**src/rtl/wb_bus_arbiter_if.sv**
```systemverilog
// Bus bundle for wb_bus_arbiter: the two packed Wishbone B3 master ports
// (master 1 in the upper half of every field) and the single slave port.
//
// Handshake: a master owns a transfer window while its cyc is high; each
// beat is offered while stb is high and completes on the cycle the slave
// answers with exactly one of ack/err/rty. Nothing else qualifies a beat.
//
// Modports:
//   slave  - the arbiter's view (it is the slave of both CPU masters and
//            the master of the memory bus)
//   master - the environment's view (CPU masters plus memory slave)
interface wb_bus_arbiter_if;
   logic [1:0]  m_cyc_i;
   logic [1:0]  m_stb_i;
   logic [1:0]  m_we_i;
   logic [63:0] m_adr_i;
   logic [7:0]  m_sel_i;
   logic [63:0] m_dat_i;
   logic [5:0]  m_cti_i;
   logic [3:0]  m_bte_i;
   logic [1:0]  m_ack_o;
   logic [1:0]  m_err_o;
   logic [1:0]  m_rty_o;
   logic [63:0] m_dat_o;
   logic        s_cyc_o;
   logic        s_stb_o;
   logic        s_we_o;
   logic [31:0] s_adr_o;
   logic [3:0]  s_sel_o;
   logic [31:0] s_dat_o;
   logic [2:0]  s_cti_o;
   logic [1:0]  s_bte_o;
   logic        s_ack_i;
   logic        s_err_i;
   logic        s_rty_i;
   logic [31:0] s_dat_i;

   modport slave (
      input  m_cyc_i, m_stb_i, m_we_i, m_adr_i, m_sel_i, m_dat_i, m_cti_i, m_bte_i,
      output m_ack_o, m_err_o, m_rty_o, m_dat_o,
      output s_cyc_o, s_stb_o, s_we_o, s_adr_o, s_sel_o, s_dat_o, s_cti_o, s_bte_o,
      input  s_ack_i, s_err_i, s_rty_i, s_dat_i
   );

   modport master (
      output m_cyc_i, m_stb_i, m_we_i, m_adr_i, m_sel_i, m_dat_i, m_cti_i, m_bte_i,
      input  m_ack_o, m_err_o, m_rty_o, m_dat_o,
      input  s_cyc_o, s_stb_o, s_we_o, s_adr_o, s_sel_o, s_dat_o, s_cti_o, s_bte_o,
      output s_ack_i, s_err_i, s_rty_i, s_dat_i
   );
endinterface

```
**src/rtl/wb_bus_arbiter.sv**
```systemverilog
// wb_bus_arbiter: two-master to one-slave Wishbone B3 arbiter sharing the
// external memory bus between instruction fetch (master 0) and data
// (master 1). Round-robin on ties, bus locked for the owner's whole cyc
// window, and a no-response watchdog that errors out the stalled master.
//
// Ports:
//   clk, rst   - clock; synchronous active-high reset
//   bus        - wb_bus_arbiter_if.slave: packed master ports + slave port
//   grant_o    - one-hot current owner, 00 while idle
//   timeout_o  - one-cycle pulse when the watchdog fires
//   state_o    - FSM state for observation: 0 IDLE, 1 BUSY, 2 TOERR
//
// All slave-side signals are combinational from state/owner and the master
// inputs, so the arbiter adds no registered latency per beat.
module wb_bus_arbiter #(
   parameter int TIMEOUT = 255,
   parameter int TO_W    = 8
) (
   input  logic             clk,
   input  logic             rst,
   wb_bus_arbiter_if.slave  bus,
   output logic [1:0]       grant_o,
   output logic             timeout_o,
   output logic [1:0]       state_o
);

   typedef enum logic [1:0] {
      IDLE  = 2'd0,
      BUSY  = 2'd1,
      TOERR = 2'd2
   } state_t;

   localparam logic [TO_W-1:0] CNT_LAST = TO_W'(TIMEOUT - 1);

   state_t          state, state_nxt;
   logic            owner, owner_nxt;
   logic            last, last_nxt;
   logic [TO_W-1:0] cnt, cnt_nxt;
   logic            resp;
   logic            own_cyc;
   logic            own_stb;
   logic [1:0]      own_hot;

   assign resp    = bus.s_ack_i | bus.s_err_i | bus.s_rty_i;
   assign own_cyc = owner ? bus.m_cyc_i[1] : bus.m_cyc_i[0];
   assign own_stb = owner ? bus.m_stb_i[1] : bus.m_stb_i[0];
   assign own_hot = owner ? 2'b10 : 2'b01;
   assign state_o = state;

   always_ff @(posedge clk) begin
      if (rst) begin
         state <= IDLE;
         owner <= 1'b0;
         last  <= 1'b1;
         cnt   <= '0;
      end else begin
         state <= state_nxt;
         owner <= owner_nxt;
         last  <= last_nxt;
         cnt   <= cnt_nxt;
      end
   end

   // Next state. The counter defaults to clear, so only a stalled strobe in
   // BUSY keeps it counting; a response on the limit cycle wins over timeout.
   always_comb begin
      state_nxt = state;
      owner_nxt = owner;
      last_nxt  = last;
      cnt_nxt   = '0;
      case (state)
         IDLE: begin
            if (bus.m_cyc_i != 2'b00) begin
               case (bus.m_cyc_i)
                  2'b01:   owner_nxt = 1'b0;
                  2'b10:   owner_nxt = 1'b1;
                  default: owner_nxt = ~last;
               endcase
               last_nxt  = owner_nxt;
               state_nxt = BUSY;
            end
         end
         BUSY: begin
            if (!own_cyc) begin
               state_nxt = IDLE;
            end else if (own_stb && !resp) begin
               if (cnt == CNT_LAST) begin
                  state_nxt = TOERR;
               end else begin
                  cnt_nxt = cnt + 1'b1;
               end
            end
         end
         TOERR: begin
            // A master still holding cyc re-arbitrates from IDLE.
            state_nxt = IDLE;
         end
         default: begin
            state_nxt = IDLE;
         end
      endcase
   end

   always_comb begin
      bus.s_cyc_o = 1'b0;
      bus.s_stb_o = 1'b0;
      bus.s_we_o  = 1'b0;
      bus.s_adr_o = '0;
      bus.s_sel_o = '0;
      bus.s_dat_o = '0;
      bus.s_cti_o = '0;
      bus.s_bte_o = '0;
      bus.m_ack_o = '0;
      bus.m_err_o = '0;
      bus.m_rty_o = '0;
      bus.m_dat_o = '0;
      grant_o     = '0;
      timeout_o   = 1'b0;
      case (state)
         BUSY: begin
            bus.s_cyc_o = own_cyc;
            bus.s_stb_o = own_stb;
            bus.s_we_o  = owner ? bus.m_we_i[1]       : bus.m_we_i[0];
            bus.s_adr_o = owner ? bus.m_adr_i[63:32]  : bus.m_adr_i[31:0];
            bus.s_sel_o = owner ? bus.m_sel_i[7:4]    : bus.m_sel_i[3:0];
            bus.s_dat_o = owner ? bus.m_dat_i[63:32]  : bus.m_dat_i[31:0];
            bus.s_cti_o = owner ? bus.m_cti_i[5:3]    : bus.m_cti_i[2:0];
            bus.s_bte_o = owner ? bus.m_bte_i[3:2]    : bus.m_bte_i[1:0];
            bus.m_ack_o = bus.s_ack_i ? own_hot : 2'b00;
            bus.m_err_o = bus.s_err_i ? own_hot : 2'b00;
            bus.m_rty_o = bus.s_rty_i ? own_hot : 2'b00;
            bus.m_dat_o = {bus.s_dat_i, bus.s_dat_i};
            grant_o     = own_hot;
         end
         TOERR: begin
            // Slave bus released; the stalled owner gets its error here.
            bus.m_err_o = own_hot;
            grant_o     = own_hot;
            timeout_o   = 1'b1;
         end
         default: begin
         end
      endcase
   end

endmodule

```
**src/flat_wrapper.sv**
```systemverilog
// flat-port wrapper written by rule: the top's interface ports become plain ports
module wb_bus_arbiter_flat 
#(
   parameter int TIMEOUT = 255,
   parameter int TO_W    = 8
)
  (clk, rst, grant_o, timeout_o, state_o, bus_m_cyc_i, bus_m_stb_i, bus_m_we_i, bus_m_adr_i, bus_m_sel_i, bus_m_dat_i, bus_m_cti_i, bus_m_bte_i, bus_m_ack_o, bus_m_err_o, bus_m_rty_o, bus_m_dat_o, bus_s_cyc_o, bus_s_stb_o, bus_s_we_o, bus_s_adr_o, bus_s_sel_o, bus_s_dat_o, bus_s_cti_o, bus_s_bte_o, bus_s_ack_i, bus_s_err_i, bus_s_rty_i, bus_s_dat_i);
  wb_bus_arbiter_if bus_i ();
  input  logic clk;
  input  logic rst;
  output logic [1:0] grant_o;
  output logic timeout_o;
  output logic [1:0] state_o;
  input wire logic [$bits(bus_i.m_cyc_i)-1:0] bus_m_cyc_i;
  input wire logic [$bits(bus_i.m_stb_i)-1:0] bus_m_stb_i;
  input wire logic [$bits(bus_i.m_we_i)-1:0] bus_m_we_i;
  input wire logic [$bits(bus_i.m_adr_i)-1:0] bus_m_adr_i;
  input wire logic [$bits(bus_i.m_sel_i)-1:0] bus_m_sel_i;
  input wire logic [$bits(bus_i.m_dat_i)-1:0] bus_m_dat_i;
  input wire logic [$bits(bus_i.m_cti_i)-1:0] bus_m_cti_i;
  input wire logic [$bits(bus_i.m_bte_i)-1:0] bus_m_bte_i;
  output wire logic [$bits(bus_i.m_ack_o)-1:0] bus_m_ack_o;
  output wire logic [$bits(bus_i.m_err_o)-1:0] bus_m_err_o;
  output wire logic [$bits(bus_i.m_rty_o)-1:0] bus_m_rty_o;
  output wire logic [$bits(bus_i.m_dat_o)-1:0] bus_m_dat_o;
  output wire logic [$bits(bus_i.s_cyc_o)-1:0] bus_s_cyc_o;
  output wire logic [$bits(bus_i.s_stb_o)-1:0] bus_s_stb_o;
  output wire logic [$bits(bus_i.s_we_o)-1:0] bus_s_we_o;
  output wire logic [$bits(bus_i.s_adr_o)-1:0] bus_s_adr_o;
  output wire logic [$bits(bus_i.s_sel_o)-1:0] bus_s_sel_o;
  output wire logic [$bits(bus_i.s_dat_o)-1:0] bus_s_dat_o;
  output wire logic [$bits(bus_i.s_cti_o)-1:0] bus_s_cti_o;
  output wire logic [$bits(bus_i.s_bte_o)-1:0] bus_s_bte_o;
  input wire logic [$bits(bus_i.s_ack_i)-1:0] bus_s_ack_i;
  input wire logic [$bits(bus_i.s_err_i)-1:0] bus_s_err_i;
  input wire logic [$bits(bus_i.s_rty_i)-1:0] bus_s_rty_i;
  input wire logic [$bits(bus_i.s_dat_i)-1:0] bus_s_dat_i;
  assign bus_i.m_cyc_i = bus_m_cyc_i;
  assign bus_i.m_stb_i = bus_m_stb_i;
  assign bus_i.m_we_i = bus_m_we_i;
  assign bus_i.m_adr_i = bus_m_adr_i;
  assign bus_i.m_sel_i = bus_m_sel_i;
  assign bus_i.m_dat_i = bus_m_dat_i;
  assign bus_i.m_cti_i = bus_m_cti_i;
  assign bus_i.m_bte_i = bus_m_bte_i;
  assign bus_m_ack_o = bus_i.m_ack_o;
  assign bus_m_err_o = bus_i.m_err_o;
  assign bus_m_rty_o = bus_i.m_rty_o;
  assign bus_m_dat_o = bus_i.m_dat_o;
  assign bus_s_cyc_o = bus_i.s_cyc_o;
  assign bus_s_stb_o = bus_i.s_stb_o;
  assign bus_s_we_o = bus_i.s_we_o;
  assign bus_s_adr_o = bus_i.s_adr_o;
  assign bus_s_sel_o = bus_i.s_sel_o;
  assign bus_s_dat_o = bus_i.s_dat_o;
  assign bus_s_cti_o = bus_i.s_cti_o;
  assign bus_s_bte_o = bus_i.s_bte_o;
  assign bus_i.s_ack_i = bus_s_ack_i;
  assign bus_i.s_err_i = bus_s_err_i;
  assign bus_i.s_rty_i = bus_s_rty_i;
  assign bus_i.s_dat_i = bus_s_dat_i;
  wb_bus_arbiter #(.TIMEOUT(TIMEOUT), .TO_W(TO_W)) u_core (.clk(clk), .rst(rst), .bus(bus_i), .grant_o(grant_o), .timeout_o(timeout_o), .state_o(state_o));
endmodule
```
**config.mk**
```make
export PLATFORM = sky130hd
export DESIGN_NAME = wb_bus_arbiter_flat
export DESIGN_NICKNAME = d
export VERILOG_FILES = /design/src/rtl/wb_bus_arbiter_if.sv /design/src/rtl/wb_bus_arbiter.sv /design/src/flat_wrapper.sv
export SDC_FILE = /design/constraint.sdc
export NUM_CORES = 1
export LEC_CHECK = 0
export CAP_MARGIN = 15
export CORE_AREA = 2 2 130 132
export CTS_BUF_LIST = sky130_fd_sc_hd__clkbuf_8
export DETAILED_ROUTE_END_ITERATION = 12
export DIE_AREA = 0 0 132 134
export PLACE_DENSITY_LB_ADDON = 0.12
export SYNTH_ARGS = -nofsm -noshare
export SYNTH_HDL_FRONTEND = slang
export SYNTH_SLANG_ARGS = --single-unit
```
**constraint.sdc**
```tcl
create_clock -name clk -period 1.7 [get_ports clk]
set_input_delay 0.425 -clock clk [delete_from_list [all_inputs] [get_ports clk]]
set_output_delay 0.425 -clock clk [all_outputs]
set_load 0.01 [all_outputs]
```
==> results.toml, run 1 <==
[clocking]
clk_latency_ns = 0.24
clock-root-buffer = "clkbuf_8"
cts_max_level = 1
cts_sinks = 12
tritoncts.num_buffers = 3
cts_tree = "done"
cts_buffer_depth = 2
path_clk_slew_ns = 0.05

[timing]
finalHoldViolations = 0
skew_ns = 0.003684
max_freq_mhz = 517.2
grt_setup_unrepaired = "yes"
timing.final.ws_setup_ns = -0.2335
setup_viol = 156
tightest_slew_ns = 0.4285
fin_crit_sh = 1.137
drv_slew = 0
relSlewSlack = 0.7061
finalCriticalPeriod_ns = 1.933

[worst_setup_path]
reg2reg_from = "u_core.owner"
arrival_ns = 1.51
cp-start-kind = "flip-flop"
endpoint = "bus_s_adr_o[7]"
r2r-end = "u_core.cnt[4]"
reg2reg_depth = 7
r2r_slack_ns = -0.19
required_ns = 1.27
critPathKind = "reg -> out"
crit_fanout = 6
crit_start = "u_core.owner"
critPathCaptureType = "output pin"

[placed_design]
dp_hpwl_um = 11430
gp_congestion = 0.8648
io_buffers = 339

[detailed_routing]
first_iter_violations = 59
ant_nets = 0
vias_per_cell = 3.996
wl_per_cell_um = 17.92
vias = 3616
drc = 0
first_pass_iters = 4
drt-total-wl_um = 16220

[die]
start_util = 0.1501
dieWidth_um = 132
coreArea_sq_um = 16290
row_count = 47
die_y_um = 134
dieArea_sq_um = 17690
pin_count = 340

[global_routing]
grt_first_pass_wirelength_um = 22220
grt_usage = 0.1596
grt_max_degree = 19
grt_pass1_vias = 3605
antenna_found_initial = 1
overflow = 0

[worst_hold_path]
holdPathStages = 1
min_path_type = "reg -> reg"

[final_layout]
areaGrowthSynthToFinish_pct = 217.2
utilization = 0.4761
layout-drive-gt1-share = 0.5322
nets = 881

[power]
power_density_nw_per_um2 = 486.5
finalPower_uw = 3773
p_leak_uw = 0.003258
peakVddDrop_uv = 269.9

[synth]
yosys_warnings = 0
synth_xor_area_frac = 0.02149
synth-adder-area-share = 0.03582
seq_area_frac_synth = 0.09826
synth_fp_nets = 514
avgSynthCellArea_sq_um = 7.688
yosysUniqueCellTypes = 32
synth_seq_cells = 12
synth_compound_area_frac = 0.02559
synth_cells = 318
syn-cell-area_sq_um = 2445
synth_simple_gate_area_frac = 0.3557
synth_top_family_by_area = "simple AND/OR/NAND/NOR gates"
synth.area.mux_share = 0.3117

[run_status]
status = "finished with violations"
violations = "negative setup slack"

[run]
drv_cap = 0
[synthesized netlist by cell type]
cell type	count	area (sq um)
and3_2	1	7.510
and2_1	33	206.5
nand2_1	6	22.52
o21ai_0	1	5.000
a21oi_1	2	10.01
buf_4	32	240.2
nand3_1	4	20.02
o21ba_2	1	10.01
xnor2_1	4	35.03
and3_1	1	6.260
mux2i_1	75	750.7
buf_1	1	3.750
a2111oi_2	1	15.01
o22ai_1	1	6.260
or3_1	3	18.77
mux2_2	1	11.26
nor2_1	14	52.55
nor2b_1	79	494.2
a211o_1	1	8.760
ha_1	7	87.58
nor4_1	1	6.260
nand4_1	1	6.260
xor2_1	2	17.52
clkbuf_1	12	45.04
and3b_2	1	10.01
nor3_1	2	10.01
buf_6	1	11.26
a211oi_1	1	7.510
and3b_1	1	8.760
buf_2	8	40.04
inv_1	8	30.03
dfxtp_1	12	240.2
[per-stage QoR]
stage | hold slack (ns) | worst slack, ns | TNS [ns] | instance area [sq um] | cells
finish | 0.4977 | -0.2335 | -21.90 | 7755 | 905
global route | 0.5198 | -0.2903 | -31.43 | 7755 | 905
CTS | 0.4828 | -0.2418 | -23.46 | 6743 | 895
detailed placement | 0.4686 | -0.5023 | -54.03 | 6110 | 855
global placement | 0.4538 | -0.4836 | -52.32 | 6110 | 855
floorplan | 0.4409 | 0.01274 | 0 | 2456 | 318
[placed cells by master, fill, tap and decap left out, drive strengths merged, types with 3 or more instances in the layout]
cell,n
nor2b,79
dfxtp,12
nor2,14
xnor2,4
inv,8
clkbuf,8
nand3,4
and2,33
dlygate4sd2,5
mux2i,75
nand2,6
ha,7
buf,220
or3,3
clkdlybuf4s50,183
[repair_timing]
action,in CTS,in global routing
hold buffers,0,0
setup buffers,24,6
cloned,13,5
gates resized for setup,747,191
pin swaps,7,5
setup endpoints to repair,160,161
[cell families (layout without fill, tap and decap cells)]
family	Yosys count	after routing
other	0	1
flip-flops	12	12
AO/OA/AOI/OAI	8	8
buffers and inverters	62	428
AND/OR/NAND/NOR	147	147
multiplexers	76	76
XOR/XNOR	6	6
adder cells (fa/ha/maj)	7	7
[power breakdown]
group	total, uW	internal, uW	switching, uW
Combinational	3150	2010	1140
Sequential	312	293	19.5
Clock	313	205	108
Total	3770	2510	1270
[layout make-up]
cell class / count / area [sq um]
Fill cell: 1493 / 8534
Timing Repair Buffer: 416 / 4522
Multi-Input combinational cell: 244 / 2621
Tap cell: 220 / 275.3
Sequential cell: 12 / 249.0
Clock buffer: 4 / 55.05
Inverter: 8 / 30.03
Antenna cell: 1 / 2.502
[state kept, by name, summed over array words and instances, names as in the netlist]
name and count:
u_core.cnt 8, u_core.state_o 2, u_core.last 1, u_core.owner 1
[metal layers]
metal / part of all wire / vias up / track usage
met2: 0.56 / 152 / 0.3223
li1: - / 1758 / -
met3: 0.053 / 12 / 0.02494
met5: 0 / - / 0
met1: 0.37 / 1694 / 0.1745
met4: 0.014 / 0 / 0.03080
[worst max-delay path: stages, from the launching register on]
cell,delay [ns]
dfxtp_4,0.43
buf_12,0.16
buf_8,0.13
buf_6,0.13
mux2i_4,0.25
nor2b_4,0.05
buf_6,0.11
[worst min-delay path by stage]
stage | from | to | slack, ns
after detailed placement | u_core.cnt[0] | u_core.cnt[0] | 0.47
final | u_core.last | u_core.last | 0.50
after CTS | u_core.cnt[0] | u_core.cnt[0] | 0.48
after global routing | u_core.last | u_core.last | 0.52
after global placement | u_core.cnt[0] | u_core.cnt[0] | 0.45
after floorplan | u_core.cnt[0] | u_core.cnt[0] | 0.44
No activity file was read; power rests on OpenSTA's default activity.
==> inputs of run 2 (changes only) <==
- CTS_BUF_LIST: sky130_fd_sc_hd__clkbuf_8 -> not set
- SLEW_MARGIN: not set -> 10
==> run 2 against run 1 <==
Compared with the run above:
- the flow still finishes with violations (negative setup slack)
- final area is essentially flat
- critical path depth is 1 higher
- flip-flop and latch count is the same
- fmax barely moved
- total power is 3.4% higher
- setup slack better by 0.00078 ns
- non-clock buffer count down 1
- final cell count is 0.11% lower
- clock-buffer cell count stayed put
- first-iteration DRC count decreased by 10%
- core utilization is essentially flat
- routed wire length shrank 1.8%
- critical path type unchanged
- largest cell class unchanged
- largest power group unchanged
==> results.toml, run 2 (synthesized netlist as in run 1, its figures left out) <==
[run_status]
status = "finished with violations"
violations = "negative setup slack"

[timing]
finalCriticalPeriod_ns = 1.933
tightest_slew_ns = 0.4982
hold_slack_ns = 0.4946
skew_ns = 0.0007398
fin_crit_sh = 1.137
max_freq_mhz = 517.4
grt_setup_unrepaired = "yes"
drv_slew = 0
setup_viol = 157
relSlewSlack = 0.6584
timing.final.ws_setup_ns = -0.2327
finalHoldViolations = 0

[final_layout]
top_register = "u_core.cnt"
mostFrequentLayoutCells = "clkdlybuf4s50_1 (183), buf_6 (131), mux2i_1 (45)"
final_common_cell = "clkdlybuf4s50_1"
areaGrowthSynthToFinish_pct = 217.3
utilization = 0.4763
layout-drive-gt1-share = 0.5329
largest_reg_flops = 8
fin_cells = 904
nets = 880

[detailed_routing]
vias_per_cell = 3.973
drc = 0
first_pass_iters = 4
first_iter_violations = 53
ant_nets = 0
wl_per_cell_um = 17.62
drt-total-wl_um = 15930
vias = 3592

[worst_setup_path]
critPathCaptureType = "output pin"
crit_fanout = 7
max_stage_delay_ns = 0.33
path_buf_inv = 5
required_ns = 1.27
cp-start-kind = "flip-flop"
crit_chain = "inv_2 -> ha_4 -> buf_12 -> buf_16 -> buf_6 -> and3b_2 -> buf_6"
critPathSlowestCell = "dfxtp_2"
crit_top_cell = "buf_6"
critPathKind = "reg -> out"
arrival_ns = 1.51
cp_top_family = "buffers and inverters"

[global_routing]
grt_usage = 0.1591
overflow = 0
grt_first_pass_wirelength_um = 22100
antenna_found_initial = 1
grt_max_degree = 19
grt_pass1_vias = 3590

[clocking]
tritoncts.num_buffers = 3
cts_sinks = 12
clk_latency_ns = 0.24
clock-root-buffer = "clkbuf_16"
cts_tree = "done"
cts_max_level = 1
path_clk_slew_ns = 0.04
cts_buffer_depth = 2

[power]
p_leak_uw = 0.003266
finalPower_uw = 3901
power_frac_seq = 0.079
power.internal_uw = 2634
peakVddDrop_uv = 315.9
sw_frac_of_total = 0.3247
clkPwrFrac = 0.124
power_density_nw_per_um2 = 502.7
netSwitchingPower_uw = 1267
combinationalPowerShare = 0.798

[placed_design]
gp_congestion = 0.8648
dp_hpwl_um = 11430
pre_cts_ws_ns = -0.5023
placedCellCount = 855
io_buffers = 339

[die]
coreArea_sq_um = 16290
dieArea_sq_um = 17690
start_util = 0.1501
pin_count = 340
row_count = 47
dieWidth_um = 132
die_y_um = 134

[run]
drv_cap = 0

[worst_hold_path]
min_path_type = "reg -> reg"
-- run 2: cell types whose count changed in the layout (fill, tap and decap cells not counted), moves of 2 or more --
| cell | delta |
|---|---|
| clkbuf_16 | +2 |
| buf_6 | +6 |
| nor2_4 | +2 |
| clkdlybuf4s15_2 | -2 |
| nor2_2 | -2 |
| buf_4 | +3 |
| mux2i_4 | -3 |
| buf_8 | -2 |
| mux2i_2 | +2 |
| nor2b_4 | +5 |
| nor2b_2 | -4 |
| clkbuf_8 | -3 |
| buf_2 | -3 |
-- run 2: path summary, 6_finish.rpt --
kind                                         from              to  slack [ns]  depth (start not counted)
worst max-delay path            u_core.state_o[1]  bus_m_rty_o[0]       -0.23                          7
worst min-delay path                  u_core.last     u_core.last        0.49                          1
worst max register to register       u_core.owner   u_core.cnt[4]       -0.11                          7
worst min register to register        u_core.last     u_core.last        0.49                          1
-- run 2: final cells by class --
class	instances	area [sq um]
antenna	1	2.502
clock buffer	4	88.84
fill	1499	8531
inverter	8	30.03
multi-input combinational	244	2641
sequential	12	249.0
tap	220	275.3
timing repair buffer	415	4472
-- run 2: power groups by stage --
stage	combinational (uW)	sequential, uW	clock, uW
after CTS	2580	306	487
final	3110	307	482
after global placement	2090	310	0
after detailed placement	2100	311	0
after floorplan	859	306	0
after global routing	3270	309	500
-- run 2: what timing repair did --
item                                    in CTS  in global routing
endpoints found under the setup margin     160                160
hold buffers                                 0                  0
pin swaps                                   10                 12
buffers inserted                            26                  5
gates resized for setup                    752                195
gates cloned                                12                  4
-- run 2: metal layers --
layer,vias up,GRT usage,part of all wire
met5,-,0,0
met2,156,0.3215,0.57
li1,1756,-,-
met4,0,0.02899,0.015
met1,1668,0.1729,0.36
met3,12,0.02721,0.054
-- run 2: through the flow --
| step | setup TNS [ns] | instance area, sq um |
|---|---|---|
| finish | -19.78 | 7759 |
| floorplan | 0 | 2456 |
| detailed placement | -54.03 | 6110 |
| CTS | -22.25 | 6740 |
| global route | -28.18 | 7759 |
| global placement | -52.32 | 6110 |
-- run 2: worst register-to-register path, cell delays in order (launching register included) --
cell	delay (ns)
dfxtp_4	0.36
buf_12	0.15
buf_6	0.12
mux2i_2	0.14
buf_4	0.15
or3_1	0.29
or3_4	0.43
nor2_4	0.12
==> inputs of run 3 (changes only) <==
- REMOVE_ABC_BUFFERS: not set -> 1
==> run 3 against run 2 <==
Compared with the run above:
- the run still ends with negative setup slack left
- clock power about the same
- sequential power is essentially flat
- setup slack worse by 0.048 ns
- critical path depth did not move
- final area down 11%
- first-iteration DRC count fell by 13%
- largest cell class unchanged
- largest power group unchanged
- highest routed layer unchanged
==> results.toml, run 3 (synthesized netlist as in run 1, its figures left out) <==
[worst_setup_path]
crit_fanout = 5
reg2reg_depth = 7
r2r-end = "u_core.cnt[2]"
critPathCaptureType = "output pin"
r2r_slack_ns = -0.20
arrival_ns = 1.56
cp-start-kind = "flip-flop"
critPathKind = "reg -> out"
reg2reg_from = "u_core.owner"
required_ns = 1.27

[detailed_routing]
ant_nets = 0
vias_per_cell = 3.937
drc = 0
first_iter_violations = 46
wl_per_cell_um = 18.69
first_pass_iters = 4
drt-total-wl_um = 16730
vias = 3524

[global_routing]
grt_max_degree = 27
overflow = 0
grt_usage = 0.1728
grt_first_pass_wirelength_um = 23300
grt_pass1_vias = 3733
antenna_found_initial = 1

[clocking]
tritoncts.num_buffers = 3
path_clk_slew_ns = 0.04
clock-root-buffer = "clkbuf_16"
cts_buffer_depth = 2
cts_sinks = 12
cts_max_level = 1
clk_latency_ns = 0.24
cts_tree = "done"

[worst_hold_path]
holdPathEnd = "u_core.cnt[0]"
holdPathStages = 1
hp-start = "u_core.cnt[0]"
min_path_type = "reg -> reg"

[run]
drv_cap = 0

[die]
coreArea_sq_um = 16290
start_util = 0.1501
dieArea_sq_um = 17690
die_y_um = 134
dieWidth_um = 132
row_count = 47
pin_count = 340

[final_layout]
areaGrowthSynthToFinish_pct = 181.3
largest_reg_flops = 8
utilization = 0.4222
layout-drive-gt1-share = 0.4347
final_common_cell = "clkdlybuf4s50_1"
fin_cells = 895
mostFrequentLayoutCells = "clkdlybuf4s50_1 (185), mux2i_1 (65), nor2b_1 (62)"
nets = 871
top_register = "u_core.cnt"

[power]
p_leak_uw = 0.003033
power_density_nw_per_um2 = 492.7
peakVddDrop_uv = 348.7

[timing]
finalCriticalPeriod_ns = 1.981
drv_slew = 0
relSlewSlack = 0.7620
fin_setup_tns_ns = -23.96
skew_ns = 0.0009796
fin_crit_sh = 1.165
tightest_slew_ns = 0.3542
max_freq_mhz = 504.9
finalHoldViolations = 0
setup_viol = 154
grt_setup_unrepaired = "yes"
timing.final.ws_setup_ns = -0.2807
hold_slack_ns = 0.4875

[run_status]
status = "finished with violations"
violations = "negative setup slack"

[placed_design]
io_buffers = 339
placedCellCount = 853
gp_congestion = 0.8037
dp_hpwl_um = 12610
==> run 3: power by group <==
group / total (uW) / switching, uW / internal [uW] / leakage, uW
combinational: 2600 / 981 / 1620 / 0.00289
clock: 481 / 126 / 355 / 0.0000442
sequential: 307 / 13.4 / 294 / 0.0000992
==> run 3: worst max path at each step <==
| stage | end | from |
|---|---|---|
| finish | bus_s_dat_o[13] | u_core.owner |
| global route | bus_m_dat_o[12] | u_core.state_o[1] |
| CTS | bus_m_err_o[0] | u_core.state_o[1] |
| detailed placement | u_core.cnt[7] | bus_s_rty_i |
| global placement | u_core.cnt[2] | bus_s_rty_i |
| floorplan | u_core.cnt[2] | u_core.owner |
==> run 3: metrics by stage <==
step	worst slack, ns	instance area [sq um]	power (uW)
final	-0.2807	6878	3389
after global routing	-0.3425	6878	3585
after CTS	-0.5945	6714	3299
after detailed placement	-0.5339	6085	2423
after global placement	-0.5034	6085	2422
after floorplan	-2.413	2105	1102
==> run 3: layout make-up <==
type                            instances  area [sq um]
Fill cell                            1669          9412
Timing Repair Buffer                  406          4073
Multi-Input combinational cell        244          2160
Tap cell                              220         275.3
Sequential cell                        12         249.0
Clock buffer                            4         88.84
Inverter                                8         30.03
Antenna cell                            1         2.502
==> run 3: critical path, cell delays in order, from the launching register on <==
cell and delay, ns:
dfxtp_4 0.37, buf_12 0.13, buf_8 0.12, buf_16 0.13
buf_6 0.11, mux2i_2 0.15, nor2b_1 0.13, buf_4 0.16
==> run 3: metal layers <==
metal / global-route usage / vias to the layer above / wire length (um)
met5: 0 / - / 0
met4: 0.03200 / 0 / 218
met3: 0.04082 / 10 / 1004
met2: 0.3328 / 153 / 9123
met1: 0.1937 / 1628 / 6380
li1: - / 1733 / -
==> run 3: repair_timing <==
item	CTS	global route
setup buffers	22	11
pin swaps	1	11
hold buffers	0	0
endpoints found under the setup margin	161	161
gates resized for setup	457	240
gates cloned	10	3
